==> config.mk <==
export PLATFORM = sky130hd
export DESIGN_NAME = mult_seq_ctrl_flat
export DESIGN_NICKNAME = d
export VERILOG_FILES = /design/src/rtl/mult_seq_ctrl_if.sv /design/src/rtl/mult_seq_ctrl.sv /design/src/flat_wrapper.sv
export SDC_FILE = /design/constraint.sdc
export NUM_CORES = 1
export LEC_CHECK = 0
export ABC_AREA = 1
export CORE_AREA = 2 2 39 41
export DETAILED_ROUTE_END_ITERATION = 7
export DIE_AREA = 0 0 41 43
export RECOVER_POWER = 25
export SYNTH_ARGS = -nofsm -noshare
export SYNTH_HDL_FRONTEND = slang
export SYNTH_SLANG_ARGS = --single-unit
==> constraint.sdc <==
create_clock -name Clk -period 1.7 [get_ports Clk]
set_clock_uncertainty 0.05 [all_clocks]
set_input_delay 0.34 -clock Clk [delete_from_list [all_inputs] [get_ports Clk]]
set_output_delay 0.34 -clock Clk [all_outputs]
set_load 0.02 [all_outputs]
==> src/rtl/mult_seq_ctrl_if.sv <==
// mult_seq_ctrl_if: handshake and datapath-control bundle between the
// switch/LED front end (master) and the multiplier sequencer (slave).
interface mult_seq_ctrl_if #(
   parameter int CNT_W = 3
);
   logic             Run;
   logic             ClearA_LoadB;
   logic             M;
   logic             Clr_Ld;
   logic             Clear_XA;
   logic             Add_En;
   logic             Sub_En;
   logic             Shift_En;
   logic             Busy;
   logic             Done;
   logic [CNT_W-1:0] Count;
   modport master (
      output Run, ClearA_LoadB, M,
      input  Clr_Ld, Clear_XA, Add_En, Sub_En, Shift_En, Busy, Done, Count
   );
   modport slave (
      input  Run, ClearA_LoadB, M,
      output Clr_Ld, Clear_XA, Add_En, Sub_En, Shift_En, Busy, Done, Count
   );
endinterface

==> src/rtl/mult_seq_ctrl.sv <==
// mult_seq_ctrl: sequencer for the add-shift signed multiplier; one add (or
// subtract on the sign bit) and one arithmetic shift per multiplier bit.
module mult_seq_ctrl #(
   parameter int WIDTH = 8,
   parameter int CNT_W = $clog2(WIDTH)
) (
   input logic Clk,
   input logic Reset_n,
   mult_seq_ctrl_if.slave bus
);
   typedef enum logic [2:0] {IDLE, CLR, ADD, SHIFT, HOLD} state_t;
   localparam logic [CNT_W-1:0] LAST = CNT_W'(WIDTH - 1);
   state_t state, state_nx;
   logic [CNT_W-1:0] cnt, cnt_nx;
   always_ff @(posedge Clk or negedge Reset_n)
      if (!Reset_n) begin
         state <= IDLE;
         cnt   <= '0;
      end else begin
         state <= state_nx;
         cnt   <= cnt_nx;
      end
   always_comb begin
      state_nx = state;
      cnt_nx   = cnt;
      case (state)
         IDLE:  state_nx = bus.Run ? CLR : IDLE;
         CLR: begin
            cnt_nx   = '0;
            state_nx = ADD;
         end
         ADD:   state_nx = SHIFT;
         SHIFT: begin
            state_nx = (cnt == LAST) ? HOLD : ADD;
            cnt_nx   = (cnt == LAST) ? cnt : cnt + CNT_W'(1);
         end
         // A held Run parks here so it cannot retrigger a second run.
         HOLD:  state_nx = bus.Run ? HOLD : IDLE;
         default: state_nx = IDLE;
      endcase
   end
   assign bus.Clr_Ld   = (state == IDLE) & bus.ClearA_LoadB;
   assign bus.Clear_XA = (state == CLR);
   assign bus.Add_En   = (state == ADD) & bus.M;
   assign bus.Sub_En   = (state == ADD) & bus.M & (cnt == LAST);
   assign bus.Shift_En = (state == SHIFT);
   assign bus.Busy     = (state == CLR) | (state == ADD) | (state == SHIFT);
   assign bus.Done     = (state == HOLD);
   assign bus.Count    = cnt;
endmodule

==> src/flat_wrapper.sv <==
// flat-port wrapper written by rule: the top's interface ports become plain ports
module mult_seq_ctrl_flat 
#(
   parameter int WIDTH = 8,
   parameter int CNT_W = $clog2(WIDTH)
)
  (Clk, Reset_n, bus_Run, bus_ClearA_LoadB, bus_M, bus_Clr_Ld, bus_Clear_XA, bus_Add_En, bus_Sub_En, bus_Shift_En, bus_Busy, bus_Done, bus_Count);
  mult_seq_ctrl_if #(.CNT_W(CNT_W)) bus_i ();
  input logic Clk;
  input logic Reset_n;
  input wire logic [$bits(bus_i.Run)-1:0] bus_Run;
  input wire logic [$bits(bus_i.ClearA_LoadB)-1:0] bus_ClearA_LoadB;
  input wire logic [$bits(bus_i.M)-1:0] bus_M;
  output wire logic [$bits(bus_i.Clr_Ld)-1:0] bus_Clr_Ld;
  output wire logic [$bits(bus_i.Clear_XA)-1:0] bus_Clear_XA;
  output wire logic [$bits(bus_i.Add_En)-1:0] bus_Add_En;
  output wire logic [$bits(bus_i.Sub_En)-1:0] bus_Sub_En;
  output wire logic [$bits(bus_i.Shift_En)-1:0] bus_Shift_En;
  output wire logic [$bits(bus_i.Busy)-1:0] bus_Busy;
  output wire logic [$bits(bus_i.Done)-1:0] bus_Done;
  output wire logic [$bits(bus_i.Count)-1:0] bus_Count;
  assign bus_i.Run = bus_Run;
  assign bus_i.ClearA_LoadB = bus_ClearA_LoadB;
  assign bus_i.M = bus_M;
  assign bus_Clr_Ld = bus_i.Clr_Ld;
  assign bus_Clear_XA = bus_i.Clear_XA;
  assign bus_Add_En = bus_i.Add_En;
  assign bus_Sub_En = bus_i.Sub_En;
  assign bus_Shift_En = bus_i.Shift_En;
  assign bus_Busy = bus_i.Busy;
  assign bus_Done = bus_i.Done;
  assign bus_Count = bus_i.Count;
  mult_seq_ctrl #(.WIDTH(WIDTH), .CNT_W(CNT_W)) u_core (.Clk(Clk), .Reset_n(Reset_n), .bus(bus_i));
endmodule
* Word level (Yosys, flattened, before mapping) *
Cells that the tools add are included.

word-level totals
  bits of input ports = 5
  flip-flop bits (word level) = 6
  output and inout port bits = 10

cells by class
  reductions and logical operators = 3
  equal/unequal tests = 6
  mux-type cells = 6
  add/sub/neg operators = 1
  bitwise logic cells = 5

operator list
  kind                                           number
  one-hot mux 3 bit (5 select lines)             1
  2-to-1 mux 3 bit                               3
  == test 3 x 2 -> 1 bit, second input constant  2
  == test 3 bit, second input constant           2
  one-hot mux 3 bit (2 select lines)             1
  adder 3 x 1 -> 3 bit, second input constant    1
  AND 1 bit                                      3
  == test 3 x 1 -> 1 bit, second input constant  1
  zero test 3 bit                                1
  inequality test 2 bit, second input constant   1
  OR 1 bit                                       2
  AND reduction 2 bit                            1
  nonzero test 2 bit                             1
  2-to-1 mux 1 bit                               1

* Longest topological paths before layout *
Gate-level depths: netlist of the first run.

  depth in word-level cells = 3
  depth in mapped cells = 6
  gate-level depth less buffers = 6

* Least setup slack after synthesis of the first run *
No wires, ideal clock.

  path kind = register to output
  from = register u_core.cnt[0], in the netlist u_core.bus.Count[0]
  to = output bus_Sub_En
  cell stages (with the launch flop) = 5
  arrival = 1.401 ns
  required time = 1.310 ns
  buffers on the path = 0
  path slack = -0.091 ns
  path through = dfrtp_1 -> ha_1 -> ha_1 -> inv_1 -> nor3_1

on the way
  longest elaborated chain between the ends = 2

ends and longest elaborated chain
  item                      line                 text
  start: declaration        mult_seq_ctrl.sv:14  logic [CNT_W-1:0] cnt, cnt_nx;
  start signal: assignment  mult_seq_ctrl.sv:21  cnt <= cnt_nx;
  == test 3 bit             mult_seq_ctrl.sv:45  assign bus.Sub_En = (state == ADD) & bus.M & (cnt == LAST);
  AND 1 bit                 mult_seq_ctrl.sv:45
  end: declaration          flat_wrapper.sv:17   output wire logic [$bits(bus_i.Sub_En)-1:0] bus_Sub_En;

Every way passes these cells.

* Worst setup path in the final report of the first run *
  from = register u_core.cnt[1], in the netlist u_core.bus.Count[1]
  to = output bus_Sub_En

Same word-level chain as after synthesis.

==> results of run 1 <==
cells in the mapped netlist:
cell,n
dfrtp_1,6
ha_1,2
inv_1,7
inv_2,1
nand2_1,13
nand3_1,5
nor2_1,5
nor2_4,1
nor3_1,1
o21ai_1,1
o21ai_2,1
repair_timing:
item                                   in CTS  in global routing
pin swaps                                   0                  2
setup endpoints to repair                   8                  6
gates resized for setup                    16                 12
buffers inserted                            0                  1
endpoints found under the hold margin       0                  0
final cells by class:
type                       count  area (um^2)
clock buffer                   3         22.5
fill                         138          776
inverter                       8         30.0
multi-input combinational     29          170
sequential                     6          150
tap                           16         20.0
timing repair buffer          26          215
worst paths after layout:
check | slack [ns] | to | startpoint | depth (start not counted)
max | 0.05 | bus_Sub_En | u_core.bus.Count[1] | 5
min in group Clk | 0.55 | u_core.bus.Count[0] | u_core.bus.Count[0] | 3
min | 0.36 | u_core.state[0] | Reset_n | 1
min reg2reg | 0.55 | u_core.bus.Count[0] | u_core.bus.Count[0] | 3
max reg2reg | 0.22 | u_core.bus.Count[2] | u_core.bus.Count[1] | 8
max in group asynchronous | 1.01 | u_core.bus.Count[0] | Reset_n | 1
cells by family after synthesis:
kind of cell / share of synthesized area
adder cells (fa/ha/maj): 0.0763
buffers and inverters: 0.0916
AO/OA/AOI/OAI: 0.0420
flip-flops: 0.458
AND/OR/NAND/NOR: 0.332
layer usage:
layer	vias to the layer above	global-route usage	routed length, um
met5	-	0	0
met4	0	0.0800	0
met3	0	0.0471	31
met2	7	0.141	367
met1	175	0.150	416
li1	193	-	-
power by group through the flow:
stage / clock (mW) / combinational [mW] / sequential (mW)
2_1_floorplan: 0 / 0.236 / 0.278
3_3_place_gp: 0 / 0.579 / 0.239
3_5_place_dp: 0 / 0.586 / 0.240
4_1_cts: 0.139 / 0.555 / 0.237
5_1_grt: 0.148 / 0.615 / 0.255
6_report: 0.132 / 0.553 / 0.245
stage by stage:
step | power [mW] | TNS [ns]
2_1_floorplan | 0.514 | 0
3_3_place_gp | 0.818 | -0.729
3_5_place_dp | 0.826 | -0.796
4_1_cts | 0.931 | 0
5_1_grt | 1.02 | -0.0383
6_report | 0.930 | 0
registers in the layout (all words and copies together) (netlist names):
register	cells
u_core.state	3
u_core.bus.Count	3
layout by cell type (no fill, tap or decap), drive strengths merged:
master	n
buf	14
dlymetal6s2s	2
o21ai	2
nand3	5
nor2	6
nand2	13
ha	2
dfrtp	6
clkdlybuf4s15	2
nor3	1
dlygate4sd3	1
clkdlybuf4s50	3
inv	8
dlygate4sd2	2
clkbuf	5
critical path, cell delays in order, from the launching register on:
cell     delay [ns]
dfrtp_1        0.36
ha_2           0.20
ha_4           0.14
inv_2          0.03
nor3_2         0.13
buf_4          0.16
==> results by group, run 1 <==
Timing
  – Final worst setup slack: 0.0464 ns
  – Slew headroom: 0.805
  – Final Max Slew Viols: 0
  – Unrepaired setup endpoints after global routing: yes
  – Fmax achieved: 605 MHz
  – Final Setup Violations: 0
  – Final hold slack: 0.362 ns
  – Worst-Margin Slew: 0.292 ns
  – Final period util: 0.973
  – Crit path time final: 1.65 ns
  – Endpoints failing hold: 0

Outcome
  – Status: completed

Finish
  – Layout Cells excl Fill: 88
  – Final Util: 0.439
  – Layout cells sized above 1: 0.375
  – Ant diodes: 0
  – Area delta synth->final: 85.5%
  – Final Cell Area: 608 um^2
  – Final net count: 81

Clock network
  – Clock buffer depth: 2
  – CTS tree: yes
  – Clock latency on the worst-skew pair: 0.24 ns
  – CTS clock-pin slew for the worst setup and hold paths: 0.05 ns
  – Root buffer cell: clkbuf_4
  – Number of buffers created by CTS: 3
  – Num Clock Sinks: 6
  – # hold bufs at CTS: 0
  – H-tree Lvls: 1

Setup path
  – Critical path arrival: 1.26 ns
  – Startpoint Class: flop
  – Critical path class: reg -> out
  – CP Max Fanout: 2
  – CP Capture Type: primary output
  – CP required: 1.31 ns

Synth
  – Synthesized flop and latch total: 6
  – Synth top area share: 0.458
  – Cells after Synth: 43
  – Synth warn: 0
  – Post-synthesis cell type count: 11
  – Top cell type by total area after synthesis: dfrtp_1
  – Avg Inst Size Synth: 7.62 um^2
  – Mapped Nets: 50
  – Synth Cell Area: 328 um^2
  – Synth top area cells: dfrtp_1 46%, nand2_1 15%, inv_1 8.0%
  – Register area share after synthesis: 0.458

Power and ir drop
  – Clock network power share: 0.142
  – NetSw: 0.388 mW
  – Net Sw Frac: 0.417
  – Static leakage: 0.353 nW
  – Comb power frac: 0.594
  – PwrDens: 1530 mW/mm^2
  – Part of the power in registers: 0.263
  – Worst IR drop on VDD: 0.000651 V
  – Cell internal pwr: 0.542 mW

Global route
  – Number of global-route vias before repair: 320
  – Initial antenna violation count: 0
  – Overflow after GRT: 0
  – GRT Util Overall: 0.113
  – First-pass GRT wire length: 1280 um
  – Largest net degree at the start of global routing: 7

Job
  – Max cap viols: 0

Placement
  – Placed Area: 576 um^2
  – Placement Setup Slack: -0.295 ns
  – Port bufs: 14
  – Cell count after placement: 84
  – GP Congestion: 0.782
  – HPWL Detailed: 630 um

Routing
  – DRC viols: 0
  – Total number of vias: 375
  – TritonRoute pass-1 iters: 3
  – Final ANT Viol Nets: 0
  – DR iter-0 viols: 2
  – Vias per cell: 4.26
  – Routed len/inst: 9.25 um
  – Routed WL: 814 um

Hold path
  – Hold Path Class: in -> async

Floorplanning
  – Die Y: 43 um
  – Core area: 0.00138 mm^2
  – Initial Utilization: 0.237
  – Top Ports: 15
  – Die width: 41 um
  – Die Area: 0.00176 mm^2
  – Standard-cell row count: 14
No activity file was read; power rests on OpenSTA's default activity.
==> run 2, diff against run 1 <==
- ABC_CLOCK_PERIOD_IN_PS: default -> 1700
- CAP_MARGIN: default -> 10
- CTS_CLUSTER_SIZE: default -> 20
==> results of run 2 <==
The final DEF is identical to that of run 1; final timing and power are the same.
==> edit, RTL diff (settings of run 2) <==
`WIDTH` is set to 8 in 2 places; all go to 16.
--- a/src/rtl/mult_seq_ctrl.sv
+++ b/src/rtl/mult_seq_ctrl.sv
@@ -2,5 +2,5 @@
 // subtract on the sign bit) and one arithmetic shift per multiplier bit.
 module mult_seq_ctrl #(
-   parameter int WIDTH = 8,
+   parameter int WIDTH = 16,
    parameter int CNT_W = $clog2(WIDTH)
 ) (
--- a/src/flat_wrapper.sv
+++ b/src/flat_wrapper.sv
@@ -2,5 +2,5 @@
 module mult_seq_ctrl_flat 
 #(
-   parameter int WIDTH = 8,
+   parameter int WIDTH = 16,
    parameter int CNT_W = $clog2(WIDTH)
 )
Ports: changed (resized bus_Count); port bits go from 15 to 16. The function was not compared with the original's and may differ.
==> edit against run 2 <==
Design area rose by 13%. Synthesized cell count rose by 28%. Hold slack improved by 0.015 ns. Critical endpoint is now bus_Busy. Count of clock-buffer cells in the layout rose by 1. The flow now finishes with violations (setup timing). Highest routed layer is now met4. Sequential share of layout area rose by 0.90 points. Area after synthesis rose by 26%. Wire length rose by 33%. Power rose by 18%. Sequential cell count rose by 1. Non-clock buffer count rose by 2. Worst setup slack got worse by 0.050 ns.
==> edit: results (changes against run 2) <==
status complete, but fails checks; failing checks setup timing; Worst-path clk slew 0.06 ns; share of layout cells above drive strength 1 39.08% (+1.6 points); drt via density 4.369 (+2.5%); Seq/Total Area, Yosys 42.55% (-3.2 points); Critical Path Source u_core.state[1]; metal2 WL 568 µm (+55%); CTS Buf Count 3 (unchanged); # diodes 0 (unchanged); Rel. slew slack 76.48% (-4.0 points); Skew-Pair Late Insertion Delay 0.25 ns; Port Buffer Count 15 (+1); Syn Nets 61 (+22%); Cell Area, Placed 684.4 µm² (+19%); top layer in use met4; DRT Pass-1 Iters 3 (unchanged); vias in the first global route 453 (+42%); Placer Congestion 0.7228 (-7.6%); worst hold-check path type input port to async pin; Post-synth top cells nand2_1 (12), inv_1 (11), nand3_1 (8), dfrtp_1 (7), nor2_1 (4); Crit Path Max Fanout 4 (+2); r2r startpoint u_core.bus.Count[0]; Distinct cells, synth 16 (+5); WL met1 481 µm (+16%); CP arrival 1.31 ns (+0.05 ns); fin worst setup slack -0.003824 ns (-0.05023 ns); asr flop ratio synth 100.0% (unchanged); Synth Warn # 0 (unchanged); top cells by area, synth dfrtp_1 (43%), nand2_1 (11%), inv_1 (10%); final setup fails 1 (+1); DRT antenna net count 0 (unchanged); RR Endpoint u_core.bus.Count[0]; drt first-iter violations 7 (+5); final WL 1.081 mm (+33%); crit path capture bus_Busy; r2r setup slk 0.46 ns (+0.24 ns); cells on worst reg2reg path 7 (-1); H-tree level count 1 (unchanged); Pleak 0.4044 nW (+14%); delay-heaviest family, CP buffers and inverters; clk root buf clkbuf_4; CTS Buffer Depth 2 (unchanged); All-Layer GR Usage 14.86% (+3.6 points); nets@finish 94 (+16%); CP max-delay cell dfrtp_1; Routed met3 length 20 µm (-35%); worst vdd ir 0.0007750 V (+19%); pin count of the biggest net entering global routing 8 (+1); first-pass GRT wire length 1.780 mm (+39%); setup_tns -0.003824 ns (-0.003824 ns); initial antenna violation count 0 (unchanged); Largest register FFs 4; post-detail-place hpwl 864.7 µm (+37%); Top FF cell, synth dfrtp_1; postcts setup bufs 0 (unchanged); CP peak stage delay 0.42 ns (+0.06 ns)
==> edit: timing repair <==
action,CTS,global route
resized for setup,23,6
endpoints found under the setup margin,11,6
endpoints found under the hold margin,0,0
hold buffers,0,0
==> edit: cells by family after synthesis <==
group                    count (synthesis)  synth area share [%]
AO/OA/AOI/OAI                            2                 2.735
flip-flops                               7                 42.55
buffers and inverters                   12                 10.94
adder cells (fa/ha/maj)                  1                 3.039
AND/OR/NAND/NOR                         33                 40.73
==> edit: power by group <==
part           total [mW]  internal (mW)  switching [mW]
Sequential          0.272          0.225          0.0467
Clock               0.158         0.0900          0.0682
Combinational       0.663          0.297           0.365
==> edit: how the worst min path moves through the flow <==
stage,from,slack (ns),end
finish,Reset_n,0.38,u_core.state[2]
global route,Reset_n,0.38,u_core.state[1]
CTS,Reset_n,0.31,u_core.state[2]
detailed placement,u_core.bus.Count[1],0.54,u_core.bus.Count[1]
global placement,u_core.bus.Count[1],0.53,u_core.bus.Count[1]
floorplan,Reset_n,-0.006,u_core.bus.Count[0]
==> edit: area by class of cell <==
| cell class | count | area [µm²] |
|---|---|---|
| clock buffers | 4 | 26.28 |
| fillers | 146 | 694.4 |
| inverters | 12 | 45.04 |
| multi-input cells | 36 | 203.9 |
| flip-flops and latches | 7 | 176.4 |
| well taps | 16 | 20.02 |
| repair buffers | 28 | 217.7 |
==> edit: per-stage QoR <==
stage / hold slack [ns] / instances / worst slack [ns]
after floorplan: -0.005591 / 55 / 0.1200
after global placement: 0.5304 / 99 / -0.2980
after detailed placement: 0.5418 / 99 / -0.3083
after CTS: 0.3084 / 103 / -0.003515
after global routing: 0.3822 / 103 / -0.07180
final: 0.3766 / 103 / -0.003824
==> edit: metal layers <==
metal,track usage (%),vias to the layer above
met5,0,-
met1,18.42,208
met4,8.000,0
met2,22.81,4
met3,3.141,2
li1,-,236
